$ cat src/rtl/hazard_pkg.sv
// Shared widths and latencies for the pipeline hazard scoreboard.
// The optional MDU tracking is enabled with the HAZARD_MDU_EN macro.
package hazard_pkg;
  localparam int T_W       = 2;
  localparam int NREG      = 32;
  localparam int REG_W     = $clog2(NREG);
  localparam int MUL_LAT   = 5;
  localparam int DIV_LAT   = 10;
  localparam int MDU_CNT_W = 4;
endpackage

$ cat src/rtl/mdu_busy_tracker.sv
// HI/LO busy countdown; only instantiated when HAZARD_MDU_EN is defined.
module mdu_busy_tracker
  import hazard_pkg::*;
(
  input  logic clk,
  input  logic reset,
  input  logic start,
  input  logic div,
  output logic busy
);
  logic [MDU_CNT_W-1:0] cnt;

  always_ff @(posedge clk) begin
    if (reset)             cnt <= '0;
    else if (start)        cnt <= div ? MDU_CNT_W'(DIV_LAT) : MDU_CNT_W'(MUL_LAT);
    else if (cnt != '0)    cnt <= cnt - 1'b1;
  end

  assign busy = (cnt != '0);
endmodule

$ cat src/rtl/hazard_scoreboard.sv
// Tnew/Tuse hazard scoreboard: per-register countdown to forwardability, D-stage stall.
// Define HAZARD_MDU_EN to add HI/LO busy tracking for mult/div.
module hazard_scoreboard
  import hazard_pkg::*;
(
  input  logic             clk,
  input  logic             reset,
  input  logic             D_valid,
  input  logic [REG_W-1:0] D_rs,
  input  logic [REG_W-1:0] D_rt,
  input  logic             D_use_rs,
  input  logic             D_use_rt,
  input  logic [T_W-1:0]   D_Tuse_rs,
  input  logic [T_W-1:0]   D_Tuse_rt,
  input  logic             D_we,
  input  logic [REG_W-1:0] D_wa,
  input  logic [T_W-1:0]   D_Tnew,
`ifdef HAZARD_MDU_EN
  input  logic             D_is_md,
  input  logic             D_md_start,
  input  logic             D_md_div,
  output logic             md_busy,
`endif
  output logic             stall,
  output logic [15:0]      stall_cycles
);
  logic [NREG-1:0][T_W-1:0] pend;
  logic issue, load, haz_rs, haz_rt, haz_md;

  assign haz_rs = D_use_rs & (D_rs != '0) & (pend[D_rs] > D_Tuse_rs);
  assign haz_rt = D_use_rt & (D_rt != '0) & (pend[D_rt] > D_Tuse_rt);

`ifdef HAZARD_MDU_EN
  mdu_busy_tracker u_mdu (
    .clk   (clk),
    .reset (reset),
    .start (issue & D_md_start),
    .div   (D_md_div),
    .busy  (md_busy)
  );
  assign haz_md = D_is_md & md_busy;
`else
  assign haz_md = 1'b0;
`endif

  assign stall = D_valid & (haz_rs | haz_rt | haz_md);
  assign issue = D_valid & ~stall;
  assign load  = issue & D_we & (D_wa != '0);

  // A fresh load overrides the decrement of the same entry; $0 never pends.
  always_ff @(posedge clk) begin
    if (reset) begin
      pend         <= '0;
      stall_cycles <= '0;
    end else begin
      for (int r = 0; r < NREG; r++) begin
        if (r == 0)                           pend[r] <= '0;
        else if (load && D_wa == REG_W'(r))   pend[r] <= D_Tnew;
        else if (pend[r] != '0)               pend[r] <= pend[r] - 1'b1;
      end
      if (stall && stall_cycles != 16'hFFFF)  stall_cycles <= stall_cycles + 1'b1;
    end
  end
endmodule

$ cat config.mk
export PLATFORM = sky130hd
export DESIGN_NAME = hazard_scoreboard
export DESIGN_NICKNAME = d
export VERILOG_FILES = /design/src/rtl/hazard_pkg.sv /design/src/rtl/mdu_busy_tracker.sv /design/src/rtl/hazard_scoreboard.sv
export SDC_FILE = /design/constraint.sdc
export NUM_CORES = 1
export LEC_CHECK = 0
export CAP_MARGIN = 0
export CORE_MARGIN = 4
export CORE_UTILIZATION = 60
export CTS_BUF_LIST = sky130_fd_sc_hd__clkbuf_16
export DETAILED_ROUTE_END_ITERATION = 12
export PLACE_DENSITY_LB_ADDON = 0.08
export SLEW_MARGIN = 10
export SYNTH_ARGS = -nofsm -noshare
export SYNTH_HDL_FRONTEND = slang
export SYNTH_SLANG_ARGS = --single-unit
$ cat constraint.sdc
create_clock -name clk -period 4.65 [get_ports clk]
set_input_delay 0.465 -clock clk [delete_from_list [all_inputs] [get_ports clk]]
set_output_delay 0.465 -clock clk [all_outputs]
set_load 0.05 [all_outputs]
==> reports/metrics.cfg <==
[logic_synthesis]
synthTopCellsByArea = dfxtp_1, mux4_2, ha_1
synth_edf_count = 0
ys_seq_elements = 78
synth_area_leader_cell = dfxtp_1
ys_seq_area_frac = 0.2627
async_reset_ff_frac = 0
ys.flop_type = dfxtp_1
yosysUniqueCellTypes = 51
yosys_warnings = 0
netlist_instances = 723
syn-mean-instance-area_um2 = 8.220
syn-num-nets = 786
synth_area_mm2 = 0.005943
synth_top_area_frac = 0.2627

[layout]
final_common_cell = o21ai_0
final_cell_mix = o21ai_0, dfxtp_1, a21oi_1
areaGrowthSynthToFinish_pct = 12.44
drive_gt1_frac = 0.1151
fillerInstances = 805
seq_area_mm2 = 0.001562
diodes = 0
fin_nets = 805
multiInputGateArea_mm2 = 0.003845
final_cells = 880

[global_route]
grt_pass1_wl_mm = 26.12
grt_pass1_vias = 5477
globalRouteTotalUtil = 0.2816
grt_max_degree = 50
grt.overflow.total = 0
antenna_found_initial = 0

[route]
first_pass_iters = 5
vias = 5525
ant_nets = 0
wl_per_cell_um = 17.81
routed_wl_mm = 15.67
drt_iter0_drc = 412
avgViaCountPerCell = 6.278
drc = 0

[pwr]
max-vdd-ir-drop_v = 0.0002851
power_density_mw_per_mm2 = 544.8
power_mw = 3.641
leakagePower_nw = 2.275

[clock_tree]
htreeDepth = 3
cts_buffers = 9
post_cts_buffers = 0
ctsLongestPathBuffers = 2
clkSinkCount = 78
clkLatencyLatePin_ns = 0.34
clk_pin_slew_ns = 0.06
postCtsResizedCells = 0
cts_tree = built
cts_root_buffer = clkbuf_16
hold_buffers = 0

[setup_path]
critPathKind = in -> out
arrival_ns = 3.72
cp_max_fo = 18
crit_path_start_kind = input port
critPathRequiredTime_ns = 4.18
end_kind = output pin

[die]
initial_core_util = 0.6109
fp-row-count = 36
io_pins = 44
core_mm2 = 0.009729
die_height_um = 107.5
dieWidth_um = 107.5
die_area_mm2 = 0.01156

[placed_design]
gp_congestion = 0.8679
hpwl_mm = 10.93
port_buffers = 43
dp.cells = 864

[run]
maxCapViolations = 0

[status]
status = finished clean

[sta]
clock_skew_ns = 0.005387
finalHoldViolCount = 0
timing.final.crit_period_ns = 4.180
worstMarginPinSlew_ns = 1.182
finalSetupTns_ns = 0
fmax_mhz = 239.2
fin_crit_sh = 0.8990
setup_violations = 0
rsz0062_at_grt = no
slew_headroom = 0.2104
drv_slew = 0

[worst_hold_path]
hold_path.class = reg -> reg

per-stage QoR:
step | hold WS [ns] | utilization | worst slack (ns) | area (um2)
floorplan | 0.5633 | - | 0.5937 | 5943
global placement | 0.4832 | 0.6595 | 0.3244 | 6416
detailed placement | 0.4994 | 0.6595 | 0.2130 | 6416
CTS | 0.5107 | 0.6869 | 0.4634 | 6683
global route | 0.5427 | 0.6869 | 0.3114 | 6683
finish | 0.5132 | 0.6869 | 0.4697 | 6683
cell type report:
cell class	instances	area share
inverters	66	0.03707
clock inverters	7	0.006179
clock buffers	9	0.03370
flip-flops and latches	78	0.2337
multi-input cells	526	0.5754
repair buffers	61	0.08912
well taps	133	0.02490
cells by family after synthesis:
| group | synth area share |
|---|---|
| adder cells (fa/ha/maj) | 0.07579 |
| multiplexers | 0.1425 |
| XOR/XNOR | 0.04569 |
| buffers and inverters | 0.09305 |
| flip-flops | 0.2627 |
| AO/OA/AOI/OAI | 0.1819 |
| AND/OR/NAND/NOR | 0.1983 |
synth_stat cells, types with 11 or more instances:
| library cell | count |
|---|---|
| mux4_2 | 32 |
| nor2_1 | 18 |
| clkbuf_1 | 30 |
| dfxtp_1 | 78 |
| o21ai_0 | 82 |
| xnor2_1 | 28 |
| a21oi_1 | 77 |
| nor2b_1 | 11 |
| nand2_1 | 76 |
| nand3_1 | 30 |
| nand4_1 | 44 |
| inv_1 | 66 |
| ha_1 | 36 |
report_power, final:
| part | switching (mW) | internal (mW) | total (mW) |
|---|---|---|---|
| sequential | 0.269 | 0.896 | 1.16 |
| clock | 0.288 | 0.357 | 0.645 |
| combinational | 0.934 | 0.897 | 1.83 |
critical path: stages:
cell and delay (ns):
clkdlybuf4s50_1 0.51, buf_12 0.19, mux4_2 0.53, mux4_2 0.46
mux2_2 0.27, ha_1 0.29, nor2b_1 0.14, o211ai_1 0.29
o22ai_2 0.17, and2_1 0.23, buf_12 0.15
metal layers:
metal,vias up,part of all wire,track usage
met4,0,0.021,0.1019
met5,-,0,0
met1,2629,0.44,0.3642
li1,2660,-,-
met2,199,0.47,0.4574
met3,37,0.072,0.06899
flip-flops by register name, indices dropped and copies added, names as in the netlist:
| name | cells |
|---|---|
| pend | 62 |
| stall_cycles | 16 |
worst paths after layout:
kind | start | endpoint | slack (ns) | depth (start not counted)
max | D_rs[0] | stall | 0.47 | 11
max reg2reg | pend[31]$_SDFFE_PP0P_ | pend[5]$_SDFFE_PP0P_ | 1.03 | 10
min | stall_cycles[11]$_SDFFE_PP0P_ | stall_cycles[11]$_SDFFE_PP0P_ | 0.51 | 2
min reg2reg | stall_cycles[11]$_SDFFE_PP0P_ | stall_cycles[11]$_SDFFE_PP0P_ | 0.51 | 2
Note: power is estimated with default switching activity, not from simulation.
==> patch 1, RTL diff (config.mk and constraints unchanged) <==
`NREG`: 32 -> 128.
--- a/src/rtl/hazard_pkg.sv
+++ b/src/rtl/hazard_pkg.sv
@@ -4,3 +4,3 @@
   localparam int T_W       = 2;
-  localparam int NREG      = 32;
+  localparam int NREG      = 128;
   localparam int REG_W     = $clog2(NREG);
Interface: changed (resized D_rs, D_rt and D_wa); port bits go from 44 to 50. No check against the original RTL was run, so the function may have changed too.
==> patch 1 against the original RTL <==
Sequential cell count grew 192. Setup slack lost 0.31 ns. Worst hold slack lost 0.015 ns. Cell area grew to 3.4 times the old value. Non-clock buffer count grew 78. Routed wire length grew to 4.0 times the old value. Global-route usage grew 6.0 points. Final cell count grew to 3.2 times the old value. Total power grew to 3.2 times the old value. Area after synthesis grew to 3.4 times the old value. Critical path type unchanged. Highest routed layer unchanged.
==> patch 1: results (changes against the original RTL) <==
Setup path
  • Worst setup path class: input port to output port
  • Reg2reg start: pend[204]$_SDFFE_PP0P_
  • Reg2reg end: stall_cycles[5]$_SDFFE_PP0P_
  • Crit path largest cell delay: 0.51 ns (-0.02 ns)
  • Crit path max fanout: 20 (+2)
  • Worst reg2reg path depth: 15 (+5)
  • WP data arrival: 4.03 ns (+0.31 ns)
  • Crit path max-delay family: compound AO/OA/AOI/OAI gates
  • R2R Setup Slk: 0.64 ns (-0.39 ns)

Routing
  • DRT Pass-1 Iters: 6 (+1)
  • DR WL met3: 6560 um (+480%)
  • DR iter-0 viols: 1934 (+370%)
  • Vias per cell: 6.33 (+0.77%)
  • M1 WL: 24900 um (+260%)
  • Met2 WL: 28000 um (+280%)
  • WL final: 62800 um (+300%)

Placed design
  • GPL Wtd Cong: 0.997 (+15%)
  • DP Wirelength: 44200 um (+300%)
  • Quantity of I/O buffers inserted on ports: 49 (+14%)

GRT
  • Grt met3 use: 0.0796 (+0.0107)
  • Gr busiest metal: met2
  • Largest net degree at the start of global routing: 184 (+270%)
  • GR Util met1: 0.452 (+0.0878)
  • First-pass GRT wire length: 96900 um (+270%)
  • Gr usage total: 0.342 (+0.0603)
  • M2 GR Usage: 0.537 (+0.0793)
  • Number of global-route vias before repair: 17200 (+210%)
  • Initial antenna violation count: 0 (unchanged)

Synthesis
  • Post-synth ARST share: 0 (unchanged)
  • Top cells by instance count after synthesis: nor2_1 (340), dfxtp_1 (270), inv_1 (263)
  • Sequential area share after synthesis: 0.271 (+0.00857)
  • Synth area leaders: dfxtp_1 (27%), mux4_2 (11%), ha_1 (8.3%)
  • Syn nets: 2515 (+220%)
  • Yosys cell types: 59 (+16%)

Power
  • Peak supply drop: 364 uV (+28%)
  • Static Leak: 8.72 nW (+280%)

STA
  • Slew headroom: 0.145 (-0.0649)
  • Final Skew: 0.0210 ns (+0.0156 ns)
  • Final setup fails: 0 (unchanged)

Clocking
  • H-tree depth: 2 (-1)
  • CTS Buf Count: 34 (+25)
  • Clock Path Buffers: 3 (+1)
  • Clock slew at reported path FFs: 0.06 ns (about the same)
  • Post-CTS setup buffer count: 0 (unchanged)
  • Clock latency on the worst-skew pair: 0.52 ns (+0.18 ns)

Hold path
  • Hold Path Depth: 2 (unchanged)
  • Startpoint of the worst hold path: stall_cycles[6]$_SDFFE_PP0P_
  • Endpoint, Worst Hold: stall_cycles[6]$_SDFFE_PP0P_

Finish
  • Fillcell total: 2716 (+240%)
  • Layout cells sized above 1: 0.164 (+0.0486)
  • Area Overhead vs Synth: 12.5% (about the same)
  • N_diodes: 0 (unchanged)
  • Largest Register: pend
  • Largest registers: pend: 254 flops, stall_cycles: 16 flops

Status
  • Status: completed
[patch 1: cell types whose count changed in the layout (fill, tap and decap cells not counted), moves of 46 or more]
cell,before,now
nor2_1,18,340
inv_1,66,271
dfxtp_1,78,270
o31ai_1,10,135
xor2_1,3,125
nand3_1,30,139
mux2_2,5,108
ha_1,36,132
a21oi_1,77,152
mux4_2,32,96
buf_4,16,75
mux2i_1,7,62
o21ai_0,82,36
[patch 1: worst max path at each step]
| stage | startpoint | to | slack (ns) | depth (start not counted) |
|---|---|---|---|---|
| 6_report | D_rs[0] | stall | 0.16 | 14 |
| 3_3_place_gp | D_rs[3] | stall_cycles[5]$_SDFFE_PP0P_ | 0.00002 | 18 |
| 5_1_grt | D_rs[0] | stall | 0.06 | 16 |
| 4_1_cts | D_rs[0] | stall | 0.17 | 14 |
| 2_1_floorplan | D_rs[0] | pend[230]$_SDFFE_PP0P_ | 0.48 | 19 |
| 3_5_place_dp | D_rs[0] | stall_cycles[5]$_SDFFE_PP0P_ | -0.03 | 16 |
[patch 1: final cells by class]
class	instances	area (sq um)	share of cell area
Sequential cell	270	5410	0.241
Tap cell	442	553	0.0247
Timing Repair Buffer	139	1400	0.0624
Clock inverter	25	215	0.00960
Clock buffer	37	926	0.0413
Inverter	263	987	0.0441
Multi-Input combinational cell	1660	12900	0.577
[patch 1: power by group]
group	total [mW]	switching, mW	internal [mW]
registers	3.91	0.857	3.05
logic	5.01	2.50	2.51
clock network	2.72	1.07	1.65
total	11.6	4.43	7.21
[patch 1: worst reg2reg max path, delay by kind of cell (launching register included)]
family	cells	cell delay [ns]
compound gates	6	1.34
mux	2	0.82
simple gates	4	0.73
buf+inv	2	0.42
flops	1	0.35
fa+ha+maj	1	0.29
[patch 1: metrics by stage]
| step | setup WS, ns | setup TNS, ns | instances | hold slack (ns) | instance area (sq um) |
|---|---|---|---|---|---|
| after floorplan | 0.479 | 0 | 2350 | 0.513 | 19900 |
| after CTS | 0.174 | 0 | 2836 | 0.502 | 22400 |
| final | 0.159 | 0 | 2836 | 0.498 | 22400 |
| after global routing | 0.0555 | 0 | 2836 | 0.529 | 22400 |
| after detailed placement | -0.0250 | -0.0528 | 2774 | 0.496 | 21300 |
| after global placement | 0.0000213 | 0 | 2774 | 0.480 | 21300 |
[patch 1: kinds of logic after synthesis]
| logic type | synth area share |
|---|---|
| adder cells (fa/ha/maj) | 0.0829 |
| AO/OA/AOI/OAI | 0.149 |
| AND/OR/NAND/NOR | 0.154 |
| flip-flops | 0.271 |
| buffers and inverters | 0.0838 |
| XOR/XNOR | 0.0567 |
| multiplexers | 0.202 |
==> patch 2, RTL diff (same settings) <==
Made on the original files. Reset style: asynchronous (`reset`), changed in one clocked block.
--- a/src/rtl/hazard_scoreboard.sv
+++ b/src/rtl/hazard_scoreboard.sv
@@ -50,3 +50,3 @@
   // A fresh load overrides the decrement of the same entry; $0 never pends.
-  always_ff @(posedge clk) begin
+  always_ff @(posedge clk or posedge reset) begin
     if (reset) begin
Function: differs if reset is asserted again (counterexample within 4 cycles, from zero or initial values and one cycle with reset high); with reset held inactive, the same outputs for 4 cycles.
==> patch 2 against the original RTL <==
Total power grew 22%. Count of clock-buffer cells in the layout unchanged. Routed wire length shrank 12%. Via count down 22%. Largest cell class unchanged. Sequential cell count unchanged. Setup slack lost 0.18 ns. Cell area is 0.92% higher. Area after synthesis decreased by 1.5%.
==> patch 2: results (changes against the original RTL) <==
Status
  • Status: completed

Synthesis
  • Syn nets: 591 (-25%)
  • Top cells by instance count after synthesis: dfrtp_1 (78), inv_1 (68), mux2_2 (64)
  • Sequential area share after synthesis: 0.334 (+0.0708)
  • Synth area leaders: dfrtp_1 (33%), mux2_2 (12%), mux4_2 (12%)
  • Yosys cell types: 45 (-12%)
  • Mapped cell area: 0.00585 sq mm (-1.5%)
  • Mean post-synth cell area: 11.1 sq um (+35%)
  • Post-synth ARST share: 1.00 (+1.00)

STA
  • Slew @ Worst Pin: 0.842 ns (-0.339 ns)
  • Final Skew: 0.00771 ns (+0.00233 ns)
  • Fin Hold WS: 0.507 ns (-0.00574 ns)

GRT
  • M2 GR Usage: 0.413 (-0.0446)
  • GR Util met1: 0.353 (-0.0112)
  • Largest net degree at the start of global routing: 41 (-18%)
  • Number of global-route vias before repair: 4419 (-19%)
  • Gr usage total: 0.259 (-0.0222)
  • Grt met3 use: 0.0524 (-0.0166)
  • First-pass GRT wire length: 23100 um (-12%)

Placed design
  • DP Cell Count: 686 (-21%)
  • DP Wirelength: 9930 um (-9.2%)
  • GPL Wtd Cong: 0.914 (+5.3%)
  • Pre-CTS WS: 0.190 ns (-0.0225 ns)
  • Placed inst area: 0.00645 sq mm (+0.60%)

Power
  • Static Leak: 2.83 nW (+25%)
  • Clk. pwr: 0.699 mW (+8.4%)
  • Sw Share: 0.374 (-0.0354)
  • Peak supply drop: 365 uV (+28%)
  • Cell internal pwr: 2.78 mW (+29%)
  • Seq pwr share: 0.313 (-0.007)

Finish
  • Fillcell total: 715 (-11%)
  • Layout cells sized above 1: 0.253 (+0.138)
  • Final #Nets: 631 (-22%)
  • Area of the multi-input gates: 0.00353 sq mm (-8.3%)
  • Fin cells: 702 (-20%)

Hold path
  • Startpoint of the worst hold path: stall_cycles[8]$_DFFE_PP0P_
  • Hold Path Depth: 1 (-1)
  • Endpoint, Worst Hold: stall_cycles[8]$_DFFE_PP0P_

Routing
  • DR WL met3: 1040 um (-7.2%)
  • Vias per cell: 6.14 (-2.2%)
  • M1 WL: 5840 um (-15%)
  • Met2 WL: 6530 um (-11%)
  • DR iter-0 viols: 305 (-26%)
  • WL final: 13800 um (-12%)

Setup path
  • WP data arrival: 3.90 ns (+0.18 ns)
  • Reg2reg end: pend[32]$_DFFE_PP0P_
  • Reg2reg start: pend[61]$_DFFE_PP0P_
  • R2R Setup Slk: 0.93 ns (-0.10 ns)

Clocking
  • H-tree depth: 3 (unchanged)
==> patch 2: cell count changes after synthesis, moves of 10 or more <==
cell / change
xnor2_1: +17
clkbuf_1: -17
dfxtp_1: -78
nand2_1: -49
a21oi_1: -75
o21ai_0: -71
o31ai_1: -10
nor2_1: -11
mux2i_1: +21
nand4_1: -30
nor3_1: +10
mux2_2: +59
nand3_1: -21
dfrtp_1: +78
==> patch 2: logic make-up (layout without fill, tap and decap cells) <==
family	count (synthesis)	after routing	share of synthesized area
buffers and inverters	93	138	0.0663
AOI/OAI and AO/OA	31	31	0.0355
and+or+nand+nor	117	117	0.118
xor gates and xnor gates	45	45	0.0674
muxes	128	128	0.302
DFF	78	78	0.334
adders and majority gates	36	36	0.0770
==> patch 2: how the worst max path moves through the flow <==
stage	from	endpoint	slack (ns)	cells after the start
6_report	D_rt[0]	stall	0.29	11
2_1_floorplan	D_rt[1]	stall	0.52	13
3_3_place_gp	D_rt[0]	pend[42]$_DFFE_PP0P_	0.31	12
5_1_grt	D_rt[0]	stall	0.14	11
4_1_cts	D_rt[0]	stall	0.28	11
3_5_place_dp	D_rt[0]	pend[39]$_DFFE_PP0P_	0.19	12
==> patch 2: worst max-delay path, stage by stage <==
cell             delay (ns)
clkdlybuf4s50_1        0.51
buf_12                 0.19
mux4_2                 0.52
mux4_2                 0.47
mux2_2                 0.28
ha_1                   0.30
nor2b_1                0.14
o211ai_1               0.14
o22ai_4                0.44
and2_1                 0.28
buf_12                 0.15
==> patch 2: area by class of cell <==
| cell class | instances | area share |
|---|---|---|
| repair buffers | 54 | 0.0831 |
| multi-input cells | 357 | 0.523 |
| clock buffers | 9 | 0.0334 |
| flip-flops and latches | 78 | 0.289 |
| inverters | 68 | 0.0378 |
| clock inverters | 7 | 0.00946 |
| well taps | 129 | 0.0239 |
